===== config.mk =====
export PLATFORM = sky130hd
export DESIGN_NAME = histogram_peak_finder
export DESIGN_NICKNAME = d
export VERILOG_FILES = /design/src/rtl/histogram_peak_finder.sv
export SDC_FILE = /design/constraint.sdc
export NUM_CORES = 1
export LEC_CHECK = 0
export ABC_AREA = 1
export ABC_CLOCK_PERIOD_IN_PS = 3600
export CORE_ASPECT_RATIO = 0.7
export CORE_UTILIZATION = 68
export DETAILED_ROUTE_END_ITERATION = 7
export DONT_BUFFER_PORTS = 1
export PLACE_DENSITY = 0.84
export SYNTH_ARGS = -nofsm -noshare
export SYNTH_HDL_FRONTEND = slang
export SYNTH_SLANG_ARGS = --single-unit
export TNS_END_PERCENT = 1

===== constraint.sdc =====
create_clock -name clk -period 3.6 [get_ports clk]
set_input_delay 0.72 -clock clk [delete_from_list [all_inputs] [get_ports clk]]
set_output_delay 0.72 -clock clk [all_outputs]
set_load 0.02 [all_outputs]

===== src/rtl/histogram_peak_finder.sv =====
// histogram_peak_finder: scans streamed x/y histogram bins and
// reports the peak bin index and count of each axis.
module histogram_peak_finder #(
  parameter int IMAGE_WIDTH    = 240,
  parameter int IMAGE_HEIGHT   = 180,
  parameter int PEAK_THRESHOLD = 4,
  parameter int TIMEOUT_CYCLES = 1023
) (
  input  logic       clk,
  input  logic       reset,
  input  logic       start,
  output logic       busy,
  output logic       readHistogram,
  output logic       clearHistogram,
  input  logic       ready,
  input  logic       histogramClear,
  input  logic [7:0] xHistogramOut,
  input  logic       xValid,
  input  logic [7:0] yHistogramOut,
  input  logic       yValid,
  output logic [7:0] xPeak,
  output logic [7:0] yPeak,
  output logic [7:0] xPeakCount,
  output logic [7:0] yPeakCount,
  output logic       peakValid,
  output logic       timeoutError,
  output logic       peakDone
);

  localparam int XW = $clog2(IMAGE_WIDTH + 1);
  localparam int YW = $clog2(IMAGE_HEIGHT + 1);
  localparam int TW = $clog2(TIMEOUT_CYCLES + 1);
  localparam logic [XW-1:0] X_LIM  = XW'(IMAGE_WIDTH);
  localparam logic [YW-1:0] Y_LIM  = YW'(IMAGE_HEIGHT);
  localparam logic [TW-1:0] T_LAST = TW'(TIMEOUT_CYCLES - 1);
  localparam logic [7:0]    THR    = 8'(PEAK_THRESHOLD);

  typedef enum logic [2:0] {
    S_IDLE,
    S_REQUEST,
    S_COLLECT,
    S_CLEAR,
    S_DONE
  } state_t;

  state_t r_state;
  state_t w_next;

  logic [XW-1:0] r_xcnt;
  logic [YW-1:0] r_ycnt;
  logic [TW-1:0] r_tcnt;
  logic [7:0]    r_xmax;
  logic [7:0]    r_ymax;
  logic [7:0]    r_xidx;
  logic [7:0]    r_yidx;
  logic          r_tout;
  logic          r_clr_sent;

  logic [7:0] r_xPeak;
  logic [7:0] r_yPeak;
  logic [7:0] r_xPeakCount;
  logic [7:0] r_yPeakCount;
  logic       r_peakValid;
  logic       r_timeoutError;

  logic w_go;
  logic w_xtake;
  logic w_ytake;
  logic w_bins_done;
  logic w_tout_hit;
  logic w_load;

  assign w_go        = (r_state == S_IDLE) && start;
  assign w_xtake     = xValid && (r_xcnt < X_LIM);
  assign w_ytake     = yValid && (r_ycnt < Y_LIM);
  assign w_bins_done = (r_xcnt == X_LIM) && (r_ycnt == Y_LIM);
  assign w_tout_hit  = (r_tcnt == T_LAST);
  assign w_load      = (r_state == S_CLEAR) && (w_next == S_DONE);

  assign xPeak        = r_xPeak;
  assign yPeak        = r_yPeak;
  assign xPeakCount   = r_xPeakCount;
  assign yPeakCount   = r_yPeakCount;
  assign peakValid    = r_peakValid;
  assign timeoutError = r_timeoutError;

  // State register; reset drops straight back to IDLE.
  always_ff @(posedge clk or negedge reset) begin
    if (!reset) r_state <= S_IDLE;
    else        r_state <= w_next;
  end

  // Next state and the one-cycle request/clear/done strobes.
  always_comb begin
    w_next         = r_state;
    busy           = (r_state != S_IDLE);
    readHistogram  = 1'b0;
    clearHistogram = 1'b0;
    peakDone       = 1'b0;
    unique case (r_state)
      S_IDLE: begin
        if (start) w_next = S_REQUEST;
      end
      S_REQUEST: begin
        if (ready) begin
          readHistogram = 1'b1;
          w_next        = S_COLLECT;
        end
      end
      S_COLLECT: begin
        if (w_bins_done || w_tout_hit) w_next = S_CLEAR;
      end
      S_CLEAR: begin
        clearHistogram = !r_clr_sent;
        if (r_clr_sent && histogramClear) w_next = S_DONE;
      end
      S_DONE: begin
        peakDone = 1'b1;
        w_next   = S_IDLE;
      end
      default: w_next = S_IDLE;
    endcase
  end

  // Running maxima, bin counters and timeout tracking for one run.
  always_ff @(posedge clk or negedge reset) begin
    if (!reset) begin
      r_xcnt     <= '0;
      r_ycnt     <= '0;
      r_tcnt     <= '0;
      r_xmax     <= '0;
      r_ymax     <= '0;
      r_xidx     <= '0;
      r_yidx     <= '0;
      r_tout     <= 1'b0;
      r_clr_sent <= 1'b0;
    end else if (w_go) begin
      r_xcnt     <= '0;
      r_ycnt     <= '0;
      r_tcnt     <= '0;
      r_xmax     <= '0;
      r_ymax     <= '0;
      r_xidx     <= '0;
      r_yidx     <= '0;
      r_tout     <= 1'b0;
      r_clr_sent <= 1'b0;
    end else if (r_state == S_COLLECT) begin
      r_tcnt <= r_tcnt + TW'(1);
      if (w_xtake) begin
        if (xHistogramOut > r_xmax) begin
          r_xmax <= xHistogramOut;
          r_xidx <= 8'(r_xcnt);
        end
        r_xcnt <= r_xcnt + XW'(1);
      end
      if (w_ytake) begin
        if (yHistogramOut > r_ymax) begin
          r_ymax <= yHistogramOut;
          r_yidx <= 8'(r_ycnt);
        end
        r_ycnt <= r_ycnt + YW'(1);
      end
      // A run that completes on its last allowed cycle is not a timeout.
      if (!w_bins_done && w_tout_hit) r_tout <= 1'b1;
    end else if (r_state == S_CLEAR) begin
      r_clr_sent <= 1'b1;
    end
  end

  // Result registers, loaded as the run enters DONE and held after.
  always_ff @(posedge clk or negedge reset) begin
    if (!reset) begin
      r_xPeak        <= '0;
      r_yPeak        <= '0;
      r_xPeakCount   <= '0;
      r_yPeakCount   <= '0;
      r_peakValid    <= 1'b0;
      r_timeoutError <= 1'b0;
    end else if (w_load) begin
      r_xPeak        <= r_xidx;
      r_yPeak        <= r_yidx;
      r_xPeakCount   <= r_xmax;
      r_yPeakCount   <= r_ymax;
      r_peakValid    <= (r_xmax >= THR) && (r_ymax >= THR) && !r_tout;
      r_timeoutError <= r_tout;
    end
  end

endmodule

==> Yosys cells after proc, flatten, opt, wreduce, memory -nomap -nowiden <==
Cells that the tools add are included.
W data, S select, Z words.
{ "word_totals": {"ff_bits": 97, "latchBits": 0, "mem_bits_rw": 0, "mem_bits_ro": 0, "output_inout_bits": 38, "word_cells": 101, "memories": 0} }
{ "op_classes": {"n_addsub": 3, "n_mul": 0, "n_div": 0, "order_cmp": 6, "n_eq_ne": 9, "shift": 0, "muxes": 39, "bitwise": 0, "reduce_logical": 28} }
{ "ops": {"columns": ["operator", "n"], "rows": [
  ["$mux W8", 22],
  ["$mux W10", 2],
  ["$add A8 B1 Y8 const B", 2],
  ["$eq A8 B8 Y1 const B", 2],
  ["$ge A8 B3 Y1 const B", 2],
  ["$gt A8 B8 Y1", 2],
  ["$lt A8 B8 Y1 const B", 2],
  ["$reduce_bool A2 Y1", 7],
  ["$mux W3", 4],
  ["$pmux W3 S4", 1],
  ["$add A10 B1 Y10 const B", 1],
  ["$eq A10 B10 Y1 const B", 1],
  ["$mux W1", 10],
  ["$logic_and A1 B1 Y1", 9],
  ["$reduce_and A2 Y1", 4],
  ["$eq A3 B2 Y1 const B", 2],
  ["$eq A3 B3 Y1 const B", 2],
  ["$reduce_and A3 Y1", 2],
  ["$eq A3 B1 Y1 const B", 1],
  ["$logic_not A1 Y1", 3],
  ["$logic_not A3 Y1", 1],
  ["$reduce_bool A3 Y1", 1],
  ["$ne A2 B2 Y1 const B", 1],
  ["$logic_or A1 B1 Y1", 1]
]} }

==> Longest topological paths before layout <==
{ "depth": {"depth_word": 7, "depth_mapped": 13} }

==> Worst setup path before layout <==
OpenSTA, ideal clock, no wires.
{ "synth_path": {"path_type": "input -> register", "from": "input port xHistogramOut[7]", "to": "register r_xidx[6]", "setup_time_ps": 118, "arrival_ps": 1871, "t_required_ps": 3482, "setup_slack_ps": 1611, "path_stages": 9, "n_path_buf": 1, "cell_sequence": "ha_1 -> nand2_1 -> nor2_1 -> nand2_1 -> nor2_1 -> nor2_8 -> buf_4 -> nand3_1 -> nand2_1"} }
{ "synth_between": {"elab_chain_cells": 3} }
{ "synth_lines": {"columns": ["element", "line_no", "text"], "rows": [
  ["start, declared", "17", "input logic [7:0] xHistogramOut,"],
  ["$gt A8 B8 Y1", "150", "if (xHistogramOut > r_xmax) begin"],
  ["$reduce_bool A2 Y1 (no source line)", null, null],
  ["$reduce_and A3 Y1 (no source line)", null, null],
  ["end signal, assigned", "152", "r_xidx <= 8'(r_xcnt);"],
  ["end, declared", "54", "logic [7:0] r_xidx;"]
]} }
No other way between the ends.
A chain may end at the register's enable or synchronous reset.

==> Worst setup path after layout <==
{ "layout_path": {"from": "register r_ymax[7]", "to": "register r_yidx[3]"} }
{ "layout_between": {"elab_chain_cells": 3} }
{ "layout_lines": {"columns": ["element", "line_no", "text"], "rows": [
  ["start, declared", "53", "logic [7:0] r_ymax;"],
  ["start signal, assigned", "158", "r_ymax <= yHistogramOut;"],
  ["$gt A8 B8 Y1", "157", "if (yHistogramOut > r_ymax) begin"],
  ["$reduce_bool A2 Y1 (no source line)", null, null],
  ["$reduce_and A3 Y1 (no source line)", null, null],
  ["end signal, assigned", "159", "r_yidx <= 8'(r_ycnt);"],
  ["end, declared", "55", "logic [7:0] r_yidx;"]
]} }
No other way between the ends.

==> results.md <==
Run status:
- The run finished with clean final reports.

Logic synthesis:
- By area, the combinational part of the netlist is dominated by simple AND/OR/NAND/NOR gates.
- Counting flops with an async set or reset pin after synthesis yields a share of 100.0%.
- Of the synthesized area, sequential elements account for 49.44%.
- The cell with the most instances after synthesis is nand2_1.
- The synthesized netlist devotes 5.122% of its cell area to compound gates.
- Counting every net in the synthesized netlist gives 655.
- Ranked by instance count, the synthesized netlist is headed by 186 x nand2_1, 97 x dfrtp_1, 86 x nand3_1, 65 x inv_1, 37 x nor2_1.
- The number of register bits inferred by synthesis is 97.
- In this run the biggest area consumer among cell types represents 49.44% of the synthesized area.
- The main flop type after synthesis is dfrtp_1.
- The XOR/XNOR share of the synthesized area is 0.5352%.
- The mean instance size in the synthesized netlist is 8.049 um2.
- Of the total synthesized cell area, the portion taken by AND, OR, NAND and NOR gates is 31.75%.
- The adder and majority cell fraction of the synthesized area is 5.607%.
- The mux cell area share after synthesis is 0%.
- The number of warnings printed during yosys synthesis is 0.
- The instance count of the mapped netlist is 610.
- The biggest area contributor in the post-synthesis netlist is dfrtp_1.
- The netlist area before placement is 0.004910 mm2.
- Sorting the synthesized cells by area gives the leading types as dfrtp_1 49%, nand2_1 14%, nand3_1 8.8%.
- Counting distinct cell types in the post-synthesis netlist gives 30.
- The count of flip-flops with a built-in enable after synthesis is 0.

Clock network:
- The root cell of the clock tree is clkbuf_8.
- The clock latency on the worst-skew pair is 0.36 ns.
- The number of buffers on the longest clock path is 2.
- The H-tree was split into 3 levels.
- Post-CTS repair changed the size of 0 cells.
- TritonCTS built the clock tree.
- For this design, the sink count on the clock tree is 97.
- Hold repair after CTS inserted 0 buffers.
- The number of clock buffers added by TritonCTS is 9.
- The number of setup buffers added after CTS is 0.
- Clock-pin slew was measured on the worst setup and hold paths at 0.10 ns.

Route:
- After detailed routing, the average wire length per cell comes to 15.31 um.
- The via count is 4049.
- The number of DRC violations after detailed routing is 0.
- Once detail routing completed, the nets flagged for antenna violations numbered 0.
- The mean number of vias per cell is 5.760.
- The wire length after detailed routing is 10770 um.
- The detailed-router iteration count before antenna repair is 5.
- The violation count after the first detailed-routing iteration is 234.

Worst setup path:
- STA puts the critical path data required time at 3.84 ns.
- The startpoint of the most critical register-to-register path is r_ymax[7].
- STA puts the critical path data arrival time at 2.41 ns.
- The startpoint class of the critical path is a flop.
- The nature of the critical path endpoint is a flop.
- The number of cells on the worst reg-to-reg path is 9.
- In this run the worst path has a maximum fanout of 17.
- The worst setup path is of the reg2reg kind.
- The startpoint of the worst setup timing path is r_ymax[7].

Place:
- The routability-driven placement congestion ratio is 0.9055.
- In this run the tool buffered the top-level ports with 0 buffer cells.
- Summed over all nets, the half-perimeter wirelength after detailed placement is 7571 um.
- The total instance count after detailed placement is 687.
- In this run the cell area measured after placement is 0.004943 mm2.
- The placement-stage worst setup slack is 1.195 ns.

Job:
- The tool flagged a number of max-cap violations equal to 0.

Finish:
- The synthesis-to-layout area growth is 4.969%.
- The number of nets at the end of the flow is 649.
- The post-route core utilization is 75.23%.
- The area taken by flip-flops and latches is 0.002427 mm2.
- The total area of multi-input combinational cells is 0.002112 mm2.
- After filler insertion, the fill cell instance count of the layout stands at 515.
- After the flow finishes, the layout carries non-filler instances totaling 703.
- Summing all non-filler instances in the final layout gives an area of 0.005154 mm2.
- The repair_antennas step left the layout with diodes totalling 0.
- The share of cells above drive strength 1 is 5.583%.

Power:
- The worst ir drop on vdd is 392.4 uV.
- The design draws 3.578 mW.
- For this design the ratio of total power to cell area is 694.2 mW/mm2.
- The leakage power is 2.746 nW.

Floorplan:
- The full die area is 0.007569 mm2.
- The top-level port count is 61.
- The area of the core is 0.006850 mm2.
- The floorplan has 25 rows.
- From bottom edge to top edge, the die measures 73.09 um.
- The initial standard-cell utilization of the core is 71.67%.
- From left edge to right edge, the die measures 103.6 um.

Timing:
- The count of pins over their slew limit was 0.
- Setup repair after global routing left no endpoint under its margin.
- After layout, the worst path uses 60.28% of the clock period.
- The worst path in the final design needs a cycle of 2.170 ns, including I/O delays and setup.
- Clock skew on the completed layout was measured at 0.01160 ns.
- Setup violations remaining at the end of the flow were counted as 0.
- The worst hold slack is 0.04370 ns.
- The post-route setup TNS is 0 ns.
- Across all setup checks in the final design, the least slack found is 1.430 ns.
- The pin slew with the least headroom to its limit is 0.8454 ns.
- The maximum clock frequency is 0.4608 GHz.
- Headroom to the max-slew limit came out at 43.50%.
- The number of hold violations in the final report came to 0.

Global route:
- Summed over all layers, the global routing overflow is 0.
- Entering global routing, the biggest net connects 98 pins.
- The number of antenna violations at the first check in global routing came to 0.
- The global routing usage summed across all routing layers is 30.15%.
- The via count of the first global-routing pass is 3912.
- The first global-routing pass estimated 17910 um of wire.

Hold path:
- In this run the worst hold path is classified as in2async.
-- registers in the layout, indices dropped and copies added, names as in the netlist --
name          flops
r_tcnt           10
r_xcnt            8
r_xidx            8
r_xmax            8
r_ycnt            8
r_yidx            8
r_ymax            8
xPeakCount        8
xPeak             8
yPeakCount        8
yPeak             8
r_state           3
peakValid         1
r_clr_sent        1
r_tout            1
timeoutError      1
-- cells in the final DEF (no fill, tap or decap) --
master / count
nor3_2: 1
and3_1: 1
inv_6: 2
bufinv_16: 1
nand2_2: 2
clkinv_2: 1
buf_4: 2
clkinv_4: 2
dfrtp_1: 97
a21oi_1: 12
clkbuf_8: 10
o21ai_0: 24
a21o_1: 2
inv_2: 6
nand3_4: 2
nor2_8: 1
nor3_1: 7
nor2_1: 37
nand4_1: 21
nand2_1: 186
xnor2_1: 1
o21ai_1: 10
clkinvlp_4: 1
ha_1: 22
nand3_1: 86
o22ai_1: 1
nand2_4: 1
inv_1: 65
nor2_4: 2
nand3b_1: 1
xor2_1: 2
-- worst paths after layout --
| check | to | slack [ns] |
|---|---|---|
| min reg2reg | xPeak[0] | 0.48 |
| max in group asynchronous | yPeak[3] | 3.40 |
| min | xPeak[0] | 0.04 |
| max reg2reg | r_yidx[3] | 1.43 |
| min in group clk | xPeak[0] | 0.48 |
| max | r_yidx[3] | 1.43 |
-- layer usage --
| metal | GRT usage, % | wire [um] | up-vias | part of all wire [%] |
|---|---|---|---|---|
| met1 | 39.83 | 4865 | 1938 | 45 |
| met4 | 10.63 | 171 | 0 | 1.6 |
| met5 | 0 | 0 | - | 0 |
| li1 | - | - | 1964 | - |
| met2 | 49.07 | 5073 | 133 | 47 |
| met3 | 7.946 | 656 | 14 | 6.1 |
-- power breakdown --
part           switching, mW  internal, mW
clock                  0.391         0.348
combinational          0.702         0.320
sequential             0.435          1.38
-- kinds of logic (layout without fill, tap and decap cells) --
logic type | after synthesis | count (layout)
AND/OR/NAND/NOR | 348 | 348
adder cells (fa/ha/maj) | 22 | 22
buffers and inverters | 91 | 90
flip-flops | 97 | 97
AO/OA/AOI/OAI | 49 | 49
XOR/XNOR | 3 | 3
-- cell type report --
| cell class | instances | area share, % |
|---|---|---|
| flip-flops and latches | 97 | 47.10 |
| multi-input cells | 422 | 40.98 |
| inverters | 72 | 5.268 |
| clock buffers | 10 | 2.671 |
| well taps | 94 | 2.282 |
| clock inverters | 6 | 1.408 |
| repair buffers | 2 | 0.2913 |
-- critical path, stage by stage, from the launching register on --
cell     delay [ns]
dfrtp_1        0.39
inv_1          0.08
ha_1           0.30
nand2_1        0.07
nor2_1         0.14
nand2_1        0.07
nand2_1        0.41
nand2_2        0.34
nand3_1        0.18
nand2_1        0.07
Power figures use the tool's default switching activity.
